## src/rtl/fetch_unit.sv

```systemverilog
// Instruction fetch: PC + sync ROM address, instruction register, branch redirect with 2-bubble flush.
// Latency 2 edges ROM-issue to rInstruction; wStall freezes all state, and redirect overrides stall.
module fetch_unit #(
  parameter logic [6:0]  RESET_PC  = 7'd0,
  parameter logic [15:0] NOP_INSTR = 16'hFFFF
) (
  input  logic        Clock,
  input  logic        Reset,
  input  logic        wStall,
  input  logic        wBranch_taken,
  input  logic [6:0]  wBranch_dir,
  input  logic [15:0] wRomData,
  output logic [6:0]  rRomAddr,
  output logic [15:0] rInstruction,
  output logic        rInstr_valid,
  output logic [6:0]  rInstr_pc,
  output logic [15:0] rFetch_count
);

  // Encoding is {flight_valid, instr_valid}; BUBBLE (2'b01) cannot be reached.
  typedef enum logic [1:0] {
    EMPTY = 2'b00,
    FILL  = 2'b10,
    RUN   = 2'b11
  } fetch_state_t;

  fetch_state_t state_q, state_d;
  logic [6:0]   pc_q, pc_d;
  logic [6:0]   flight_pc_q, flight_pc_d;
  logic [15:0]  instr_q, instr_d;
  logic [6:0]   instr_pc_q, instr_pc_d;
  logic [15:0]  count_q, count_d;

  logic flight_vld;
  logic instr_vld;
  logic redirect;

  assign flight_vld = state_q[1];
  assign instr_vld  = state_q[0];
  assign redirect   = wBranch_taken && instr_vld;

  // While stalled the ROM re-reads the in-flight word so wRomData stays valid.
  assign rRomAddr     = wStall ? flight_pc_q : pc_q;
  assign rInstruction = instr_q;
  assign rInstr_valid = instr_vld;
  assign rInstr_pc    = instr_pc_q;
  assign rFetch_count = count_q;

  always_comb begin
    state_d     = state_q;
    pc_d        = pc_q;
    flight_pc_d = flight_pc_q;
    instr_d     = instr_q;
    instr_pc_d  = instr_pc_q;
    count_d     = count_q;
    if (redirect) begin
      state_d = EMPTY;
      pc_d    = wBranch_dir;
      instr_d = NOP_INSTR;
    end else if (!wStall) begin
      state_d     = flight_vld ? RUN : FILL;
      pc_d        = pc_q + 7'd1;
      flight_pc_d = pc_q;
      instr_d     = flight_vld ? wRomData : NOP_INSTR;
      instr_pc_d  = flight_pc_q;
      if (flight_vld && (count_q != 16'hFFFF)) begin
        count_d = count_q + 16'd1;
      end
    end
  end

  always_ff @(posedge Clock or negedge Reset) begin
    if (!Reset) begin
      state_q     <= EMPTY;
      pc_q        <= RESET_PC;
      flight_pc_q <= RESET_PC;
      instr_q     <= NOP_INSTR;
      instr_pc_q  <= 7'd0;
      count_q     <= 16'd0;
    end else begin
      state_q     <= state_d;
      pc_q        <= pc_d;
      flight_pc_q <= flight_pc_d;
      instr_q     <= instr_d;
      instr_pc_q  <= instr_pc_d;
      count_q     <= count_d;
    end
  end

endmodule

```

## config.mk

```make
export PLATFORM = sky130hd
export DESIGN_NAME = fetch_unit
export DESIGN_NICKNAME = d
export VERILOG_FILES = /design/src/rtl/fetch_unit.sv
export SDC_FILE = /design/constraint.sdc
export NUM_CORES = 1
export LEC_CHECK = 0
export ABC_AREA = 1
export CORE_MARGIN = 3
export CORE_UTILIZATION = 30
export CTS_CLUSTER_SIZE = 20
export DETAILED_ROUTE_END_ITERATION = 8
export HOLD_SLACK_MARGIN = 0.03
export SLEW_MARGIN = 20
export SYNTH_ARGS = -nofsm -noshare
export SYNTH_HDL_FRONTEND = slang
export SYNTH_SLANG_ARGS = --single-unit
```

## constraint.sdc

```tcl
create_clock -name Clock -period 1.6 [get_ports Clock]
set_clock_uncertainty 0.1 [all_clocks]
set_input_delay 0.32 -clock Clock [delete_from_list [all_inputs] [get_ports Clock]]
set_output_delay 0.32 -clock Clock [all_outputs]
set_load 0.01 [all_outputs]
```

==> key figures <==
Synthesis
  – Yosys warns: 0
  – Syn Area/Cell: roughly 8.8 µm²
  – Leading post-synthesis cells by cell area: dfrtp_1 37%, dfstp_2 16%, nand2_1 13%
  – Simple-gate share of the synthesized area: 0.257
  – Post-Syn Area: roughly 2700 µm²
  – Syn Inst Count: 303
  – Post-synth ARST share: 1.00
  – Net Count, Synth: 332
  – Leading area contributor after synthesis: dfrtp_1
  – Largest family of logic cells by synthesized area: simple AND/OR/NAND/NOR gates
  – Post-synthesis compound-gate area fraction: 0.126
  – Synth cell count leaders: 95 x nand2_1, 39 x dfrtp_1, 31 x nor2_1
  – Commonest register cell after synthesis: dfrtp_1
  – Cell with the most instances after synthesis: nand2_1
  – EDFF count, synth: 0
  – Share of synthesized area spent on multiplexers: 0
  – Post-Synth Adder-Cell Area: 0.00941
  – Xor/xnor cell area share of the yosys netlist: 0.0296
  – Yosys reg bits: 55
  – Top-area cell type share of the netlist area: 0.367
  – Distinct cells, synth: 30
  – Register area share after synthesis: 0.525

Placed design
  – Routability cong.: 0.788
  – Placement Setup Slack: -0.524 ns
  – Post-placement cell count: 499
  – Dpl hpwl: approximately 4600 µm
  – Port-buffer cells: 73

Setup path
  – Crit path DAT: ~1.7 ns
  – Worst path bufs/invs: 0
  – CP endpoint kind: flop
  – Req. time, crit path: between 1.5 and 2 ns
  – Cell at the slowest stage of the critical path: dfrtp_1
  – Crit Path Category: reg2reg
  – CP startpoint kind: flop
  – Crit-path cells: ha_2, nand3_2, nor2_4, nand4_4, nand2_4, o21ai_0
  – Slowest stage delay, CP: roughly 0.38 ns
  – Worst-path fanout max: 8
  – Delay-heaviest family, CP: simple AND/OR/NAND/NOR gates

Job
  – MaxCap Viol Count: 0

STA
  – Worst rel slew slack: 0.788
  – Final setup viols: 0
  – Final hold slack: around 0.38 ns
  – Final Cycle Share: 0.992
  – Final hold vios: 0
  – Measured slew at the worst slew-check pin: between 0.3 and 0.4 ns
  – RSZ-0062 raised after global routing: true
  – Final Max Tran Viols: 0
  – Fin crit period: roughly 1.6 ns
  – Maximum clock rate: approximately 630 MHz
  – Final TNS setup: 0 ns
  – Worst setup margin: about 0.013 ns

Status
  – Status: completed

Worst hold path
  – Hold crit path type: in2reg

Clock tree
  – Clk Latency, worst-skew pair: 0.31 ns
  – Root Buffer: clkbuf_8
  – CTS HTree Levels: 2
  – Clock tree from TritonCTS: built
  – Longest Clk Path Bufs: 2
  – Total CTS buffers: 5
  – CTS sink count: 55
  – Clock slew at reported path FFs: 0.10 ns

Route
  – Pre-antenna DRT Iters: 4
  – Routed Antenna Nets: 0
  – Vias per cell: approximately 4.6
  – DR iter-0 viols: between 40 and 50
  – Vias: between 2000 and 2500
  – DRC errors left: 0
  – Final wirelength: 6810 µm
  – WL/cell: 12.9 µm

Final layout
  – # diodes: 0
  – Nets: 450
  – Finished Layout Cells: 527
  – Layout cells sized above 1: 0.270
  – Layout area overhead: 48.8%

Floorplan
  – Die ar.: 10000 µm²
  – Chip Width: about 100 µm
  – Starting Density: 0.316
  – Die H: roughly 100 µm
  – IO Count: between 70 and 80
  – Row count: 33
  – CORE AREA: ~8400 µm²

GRT
  – Total gr overflow: 0
  – Number of global-route vias before repair: approximately 2400
  – Pin count of the biggest net entering global routing: between 50 and 60
  – GRT Total Usage: 0.140
  – Initial antenna violation count: 0
  – First-pass GRT wire length: roughly 11000 µm

Pwr
  – Max VDD drop: 0.000408 V
  – PwrDens: around 1100 nW/µm²
  – Leak: between 1.5 and 2 nW
[power by group]
group	total, W	leakage, nW	internal, W	switching [W]
registers	0.00194	0.647	0.00176	0.000177
logic	0.00167	1.14	0.000820	0.000849
clock network	0.000795	0.0449	0.000347	0.000448
total	0.00440	1.83	0.00293	0.00147
[layout make-up]
class	count	area [µm²]
clock inverters	2	11.3
repair buffers	119	1050
well taps	105	131
inverters	24	90.1
fillers	875	4470
clock buffers	6	82.6
multi-input cells	216	1190
flip-flops and latches	55	1400
[flip-flops by register name, indices dropped and copies added (netlist names)]
| register | flops |
|---|---|
| rFetch_count | 16 |
| rInstruction | 16 |
| flight_pc_q | 7 |
| pc_q | 7 |
| rInstr_pc | 7 |
| state_q | 2 |
[worst min-delay path, stage by stage]
cell and delay (ns):
clkbuf_2 0.11, buf_6 0.14, nor2_2 0.09, a22oi_1 0.08
[path summary, 6_finish.rpt]
kind	startpoint	to	slack, ns	depth (start not counted)
min in group asynchronous	Reset	rFetch_count[8]	0.43	3
max in group asynchronous	Reset	rInstruction[12]	0.65	3
min	wStall	flight_pc_q[3]	0.38	4
max	rFetch_count[0]	rFetch_count[5]	0.01	6
max reg2reg	rFetch_count[0]	rFetch_count[5]	0.01	6
min reg2reg	rInstr_pc[4]	rInstr_pc[4]	0.39	2
[cells by family after synthesis]
kind of cell	count (synthesis)
AOI/OAI and AO/OA	49
xor gates and xnor gates	9
adders and majority gates	2
buffers and inverters	33
DFF	55
and+or+nand+nor	155
[metal layers]
metal,part of all wire,track usage,wire (µm)
met5,0,0,0
met1,0.44,0.178,2990
met2,0.48,0.234,3290
met3,0.069,0.0354,467
met4,0.0084,0.0383,57
[layout by cell type (no fill, tap or decap), types with 3 or more instances in the layout]
cell,instances
nand3_1,9
a22oi_1,6
inv_1,21
nor2_2,9
o21ai_0,11
clkdlybuf4s50_1,24
nand4_1,3
dfrtp_1,34
buf_4,40
o22a_1,16
dfstp_2,16
nand2_2,10
a21oi_1,7
xor2_1,3
clkdlybuf4s15_1,4
xnor2_1,6
inv_2,3
nand3b_1,4
nor2_1,23
nor2_4,3
nand2_1,89
clkbuf_2,3
clkbuf_8,6
clkdlybuf4s15_2,4
dlygate4sd2_1,37
dfrtp_2,5
[metrics by stage]
stage,utilization,area [µm²],total power (W)
final,0.470,3960,0.00440
after global placement,0.439,3690,0.00367
after floorplan,-,2660,0.00276
after CTS,0.463,3900,0.00443
after global routing,0.470,3960,0.00477
after detailed placement,0.439,3690,0.00370
[timing repair]
item / in CTS / in global routing
buffers inserted: 15 / 2
hold endpoints to repair: 39 / 0
gates resized for setup: 72 / 25
hold buffers: 1 / 0
endpoints found under the setup margin: 76 / 24
cloned: 1 / 1
pin swaps: 2 / 14
Power figures use the tool's default switching activity.
